**config.mk**
```make
export PLATFORM = sky130hd
export DESIGN_NAME = lfsr_10_seq
export DESIGN_NICKNAME = d
export VERILOG_FILES = /design/src/rtl/lfsr_10_seq.sv
export SDC_FILE = /design/constraint.sdc
export NUM_CORES = 1
export LEC_CHECK = 0
export CORE_MARGIN = 1.5
export CORE_UTILIZATION = 49
export DETAILED_ROUTE_END_ITERATION = 8
export MAX_ROUTING_LAYER = met4
export PLACE_DENSITY = 0.77
export SLEW_MARGIN = 20
export SYNTH_ARGS = -nofsm -noshare
export SYNTH_HDL_FRONTEND = slang
export SYNTH_SLANG_ARGS = --single-unit
```
**constraint.sdc**
```tcl
create_clock -name clk -period 2.3 [get_ports clk]
set_clock_uncertainty 0.1 [all_clocks]
set_input_delay 0.575 -clock clk [delete_from_list [all_inputs] [get_ports clk]]
set_output_delay 0.575 -clock clk [all_outputs]
set_load 0.005 [all_outputs]
```
**src/rtl/lfsr_10_seq.sv**
```systemverilog
// Sequencer around a 10-bit maximal-length LFSR (x^10 + x^7 + 1, period 1023):
// loads a seed, emits N words on a valid/ready stream and flags seed wrap-around.
//
//   state | meaning
//   IDLE  | waiting for start_i; data_o holds the last LFSR state
//   RUN   | valid_o high, one LFSR step per accepted word
//   DONE  | single-cycle done_o pulse, then back to IDLE
module lfsr_10_seq #(
    parameter int CNT_W = 11
) (
    input  logic             clk,
    input  logic             rst_n,
    input  logic             start_i,
    input  logic [9:0]       seed_i,
    input  logic [CNT_W-1:0] count_i,
    input  logic             abort_i,
    output logic [9:0]       data_o,
    output logic             valid_o,
    input  logic             ready_i,
    output logic             busy_o,
    output logic             done_o,
    output logic             wrap_o,
    output logic             zero_seed_o
);

    typedef enum logic [1:0] {
        IDLE = 2'd0,
        RUN  = 2'd1,
        DONE = 2'd2
    } state_t;

    state_t           state;
    state_t           state_nxt;
    logic [9:0]       lfsr;
    logic [9:0]       seed_q;
    logic [CNT_W-1:0] remaining;
    logic [CNT_W:0]   index;
    logic             zero_seed;

    logic [9:0]       seed_eff;
    logic [9:0]       lfsr_step;
    logic             accept;
    logic             last_word;

    // The all-zero state is a lock-up state for this LFSR, so it is never loaded.
    assign seed_eff  = (seed_i == 10'd0) ? 10'd1 : seed_i;
    assign lfsr_step = {lfsr[8:0], lfsr[9] ^ lfsr[6]};
    assign accept    = (state == RUN) && ready_i && !abort_i;
    assign last_word = (remaining == CNT_W'(1));

    always_ff @(posedge clk or negedge rst_n) begin
        if (!rst_n) begin
            state <= IDLE;
        end else begin
            state <= state_nxt;
        end
    end

    always_comb begin
        state_nxt = state;
        case (state)
            IDLE: begin
                if (start_i) begin
                    state_nxt = (count_i == '0) ? DONE : RUN;
                end
            end
            RUN: begin
                if (abort_i) begin
                    state_nxt = IDLE;
                end else if (accept && last_word) begin
                    state_nxt = DONE;
                end
            end
            DONE: begin
                state_nxt = IDLE;
            end
            default: begin
                state_nxt = IDLE;
            end
        endcase
    end

    always_comb begin
        valid_o = 1'b0;
        busy_o  = 1'b0;
        done_o  = 1'b0;
        case (state)
            RUN: begin
                valid_o = 1'b1;
                busy_o  = 1'b1;
            end
            DONE: begin
                busy_o = 1'b1;
                done_o = !abort_i;
            end
            default: begin
                valid_o = 1'b0;
            end
        endcase
    end

    always_ff @(posedge clk or negedge rst_n) begin
        if (!rst_n) begin
            lfsr      <= 10'd1;
            seed_q    <= 10'd1;
            remaining <= '0;
            index     <= '0;
            zero_seed <= 1'b0;
        end else if (state == IDLE) begin
            if (start_i) begin
                zero_seed <= (seed_i == 10'd0);
                if (count_i != '0) begin
                    lfsr      <= seed_eff;
                    seed_q    <= seed_eff;
                    remaining <= count_i;
                    index     <= '0;
                end
            end
        end else if (accept) begin
            lfsr      <= lfsr_step;
            remaining <= remaining - CNT_W'(1);
            index     <= index + (CNT_W+1)'(1);
        end
    end

    // index is one bit wider than the count, so it never rolls back to zero in a run.
    assign data_o      = lfsr;
    assign wrap_o      = valid_o && (lfsr == seed_q) && (index != '0);
    assign zero_seed_o = zero_seed;

endmodule

```
Yosys cells after proc, flatten, opt, wreduce, memory -nomap -nowiden

Index checks and enable logic that the tools add are counted.
Widths: inputs -> output; s select.

Add/subtract/negate cells: 2
Reductions and logical operators: 17
Eq/ne operators: 7
Bitwise gates (word level): 1
Multiplexer cells: 21

Operators with widths:

| cell                  | number |
|---|---|
| $mux 10               | 5 |
| $mux 12               | 4 |
| $mux 11               | 4 |
| $add 12x1->12 const B | 1 |
| $reduce_bool 12->1    | 1 |
| $eq 11x1->1 const B   | 1 |
| $logic_not 11->1      | 1 |
| $reduce_bool 11->1    | 1 |
| $sub 11x1->11 const B | 1 |
| $eq 10x10->1          | 1 |
| $logic_not 10->1      | 1 |
| $mux 2                | 4 |
| $reduce_and 3->1      | 2 |
| $logic_and 1x1->1     | 5 |
| $pmux 2 s2            | 1 |
| $reduce_and 2->1      | 2 |
| $mux 1                | 3 |
| $ne 3x2->1 const B    | 1 |
| $eq 2x1->1 const B    | 1 |
| $eq 2x2->1 const B    | 1 |
| $logic_not 2->1       | 1 |
| $ne 2x1->1 const B    | 1 |
| $ne 2x2->1 const B    | 1 |
| $reduce_bool 2->1     | 1 |
| other kinds (3)       | 3 |

Output and inout bits: 15
Bits of input ports: 26
Bits in registers: 46
Word-level logic and storage cells: 54

Longest topological paths before layout

Depth after elaboration: 7
Depth in mapped cells: 8
Mapped depth without buffers: 6

Least setup slack after synthesis

Ideal clock, no wire load.

Path type: reg2reg
Start: register remaining[0]
End: register remaining[10]
Arrival time: 1.951 ns
Cell stages (with the launch flop): 8
Clock period less this slack: 2.174 ns
Slack: 0.126 ns
Required time: 2.077 ns
Path through: dfrtp_1 inv_1 ha_1 or3b_2 clkbuf_1 nor3b_1 mux2_2 o221a_1

Longest elaborated chain between the ends: 3

Ends and longest elaborated chain:

| what                     | line | RTL |
|---|---|---|
| start: declaration       | 36   | `logic [CNT_W-1:0] remaining;` |
| start signal: assignment | 115  | `remaining <= count_i;` |
| start signal: assignment | 121  | `remaining <= remaining - CNT_W'(1);` |
| $sub 11x1->11            | 121  |  |
| $mux 11                  | 119  | `end else if (accept) begin` |
| $mux 11                  | 109  | `end else if (state == IDLE) begin` |

Every way passes these cells. The select of a mux whose other input is x is not followed.
A chain may end at the register's enable or synchronous reset.

Worst setup path after layout

Start: input port count_i[3]
End: register remaining[0]

Longest elaborated chain between the ends: 3

Ends and longest elaborated chain:

| what                       | line | RTL |
|---|---|---|
| start: declaration         | 15   | `input logic [CNT_W-1:0] count_i,` |
| $reduce_bool 11->1         | 112  | `if (count_i != '0) begin` |
| $ne 2x1->1 (no line)       | -    |  |
| $reduce_and 3->1 (no line) | -    |  |

Every way passes these cells.

==> results.yml <==
clock_tree:
  clock_path_buffers: 2
  numCtsBuffers: 5
  clk_pin_slew_ns: 0.10
  clock-sinks: 46
  htreeDepth: 2
  clk_latency_ns: 0.31
  clockRootBuffer: "clkbuf_8"
  hold_buffers: 0
  cts_tree: "built"
placed_design:
  placedCellCount: 410
  io_buffers: 40
  post-place-ws_ns: -0.458
  place_area_sq_um: 3340
  dp_hpwl_um: 4940
  place_congestion: 0.860
sta:
  hold_slack_ns: 0.0802
  fin_crit_sh: 0.996
  setup_ws_ns: 0.00977
  drv_slew: 0
  worst_pin_slew_ns: 0.533
  tns_ns: 0
  hold_viol: 0
  fin_crit_ns: 2.29
  fmax_mhz: 437
  max_slew_margin: 0.642
  setup_violations: 0
  rsz0062_at_grt: "true"
route:
  via_per_inst: 5.84
  drt_iter0_markers: 251
  route.final.wire_length_um: 7120
  ant_nets: 0
  vias: 2469
  drt_pre_antenna_iters: 6
  wl_per_cell_um: 16.8
  drc: 0
setup_path:
  r2r_cells: 8
  cp_max_fo: 4
  rr_endpoint: "remaining[2]$_DFFE_PN0P_"
  r2r_slack_ns: 0.14
  cpMostUsedCell: "buf_6"
  worstPathCellList: "clkdlybuf4s50_1, or3_4, o311ai_4, buf_6, buf_6, nor3_1, a311oi_1"
  cp-start-kind: "input port"
  crit_slowest_cell: "clkdlybuf4s50_1"
  crit_type: "in2reg"
  max_stage_delay_ns: 0.43
  arrival_ns: 2.40
  required_ns: 2.41
  timing.rr.start: "state[0]$_DFFE_PN0P_"
  endpoint_kind: "flop"
global_route:
  grt_overflow: 0
  grt_usage: 0.259
  grt_pass1_vias: 2417
  antenna_found_initial: 0
  grt_pass1_wl_um: 11600
  grt_max_degree: 26
logic_synthesis:
  synth_top_area_share: 0.418
  ys.warnings.count: 0
  avgSynthCellArea_sq_um: 9.55
  synth_area_leaders: "dfrtp_1, nand2_1, xnor2_1"
  syn_inst: 276
  synth-seq-cells: 46
  synth_flop_cell: "dfrtp_1"
  synth_nets: 309
  synth_top_area_cell: "dfrtp_1"
  syn_area_sq_um: 2640
  synth_edf_count: 0
  async_reset_ff_frac: 1.00
  ys_types: 52
  ys_seq_area_frac: 0.438
pwr:
  ir_drop_mv: 0.677
  swShare: 0.378
  total_power_mw: 4.28
  seqPwrFrac: 0.327
  power_density_nw_per_um2: 1180
  leakagePower_nw: 1.64
  p_int_mw: 2.67
  comb_power_share: 0.502
  switchingPower_mw: 1.62
  pwr-share-clk: 0.171
die:
  core-area_sq_um: 5140
  rows: 26
  die_w_um: 76.4
  io_pins: 41
  initial_utilization: 0.513
  die-area_sq_um: 5830
  fp.dieH_um: 76.4
status:
  outcome: "finished, final reports clean"
cells_and_area:
  diodes: 0
  fillers: 414
  multi_input_area_sq_um: 1450
  syn_to_final_growth_pct: 37.2
  regArea_sq_um: 1150
  finalNetCount: 385
  finish.cell_count_without_fillers: 423
  design_area_sq_um: 3620
  drive_above_1_share: 0.235
  postLayoutCoreUtil: 0.704
job:
  cap_violations: 0
hold_path:
  hp-class: "in2async"
==> registers in the layout (all words and copies together) (netlist names) <==
signal / cells
zero_seed_o: 1
data_o: 10
index: 12
remaining: 11
seed_q: 10
state: 2
==> layer usage <==
layer  vias up  wire, um  track usage
li1       1155         -            -
met1      1198      3090        0.331
met2       101      3420        0.415
met3        15       459       0.0479
met4         0       143       0.0926
met5         -         0            -
==> worst max-delay path: cells and delay by family <==
kind                   cells  cell delay [ns]
AOI/OAI and AO/OA          2             0.64
buffers and inverters      3             0.71
and+or+nand+nor            2             0.47
==> worst max-delay path by stage <==
stage                                  start  cells after the start                   endpoint  slack, ns
finish                            count_i[3]                      7   remaining[0]$_DFFE_PN0P_       0.01
global route            index[0]$_DFFE_PN0P_                      7                     wrap_o      -0.03
CTS                               count_i[7]                      7      data_o[8]$_DFFE_PN0P_     -0.006
detailed placement                count_i[9]                      7      data_o[6]$_DFFE_PN0P_      -0.46
global placement                  count_i[9]                      6   remaining[8]$_DFFE_PN0P_      -0.43
floorplan           remaining[0]$_DFFE_PN0P_                      7  remaining[10]$_DFFE_PN0P_       0.13
==> Yosys cell counts (all sizes together) (2+ instances only) <==
cell type / count
nor3: 21
nand4: 7
and4: 2
nand2b: 2
and3: 4
nor4: 10
xnor2: 15
o221a: 6
mux2: 2
dfstp: 2
nand2: 37
buf: 8
nand3: 6
o21ai: 11
dfrtp: 44
a21oi: 15
inv: 9
xor2: 4
or4: 3
nor4b: 2
o22ai: 3
clkbuf: 6
mux2i: 9
ha: 7
nor2: 15
or3: 5
==> cell families (layout without fill, tap and decap cells) <==
logic type / Yosys count / in the layout / synth area share
adder cells (fa/ha/maj): 7 / 7 / 0.0332
AO/OA/AOI/OAI: 49 / 49 / 0.138
XOR/XNOR: 19 / 19 / 0.0631
buffers and inverters: 24 / 100 / 0.0494
AND/OR/NAND/NOR: 120 / 121 / 0.236
flip-flops: 46 / 46 / 0.438
multiplexers: 11 / 11 / 0.0427
==> cell type report <==
cell class                 count  area share
multi-input combinational    207       0.400
sequential                    46       0.319
timing repair buffer          82       0.209
tap                           70      0.0242
clock buffer                   5      0.0190
clock inverter                 3      0.0190
inverter                      10      0.0104
==> power by group through the flow <==
stage	clock network [mW]	registers, mW	logic, mW
4_1_cts	0.736	1.39	2.07
3_3_place_gp	0	1.38	1.95
3_5_place_dp	0	1.40	2.00
6_report	0.731	1.40	2.15
5_1_grt	0.765	1.44	2.35
2_1_floorplan	0	1.37	1.22
==> cells in the final DEF (no fill, tap or decap), types with 10 or more instances in the layout <==
master and count:
buf_4 37, nor4_1 10, dfrtp_1 44, o21ai_0 11, xnor2_1 15, a21oi_1 15, nor3_1 16, nor2_1 14
clkdlybuf4s50_1 27, nand2_1 36
==> repair_timing <==
| item | CTS | global route |
|---|---|---|
| pin swaps | 2 | 9 |
| setup endpoints to repair | 39 | 28 |
| gates resized for setup | 20 | 18 |
| setup buffers | 2 | 2 |
| cloned | 0 | 1 |
No activity file was read; power rests on OpenSTA's default activity.
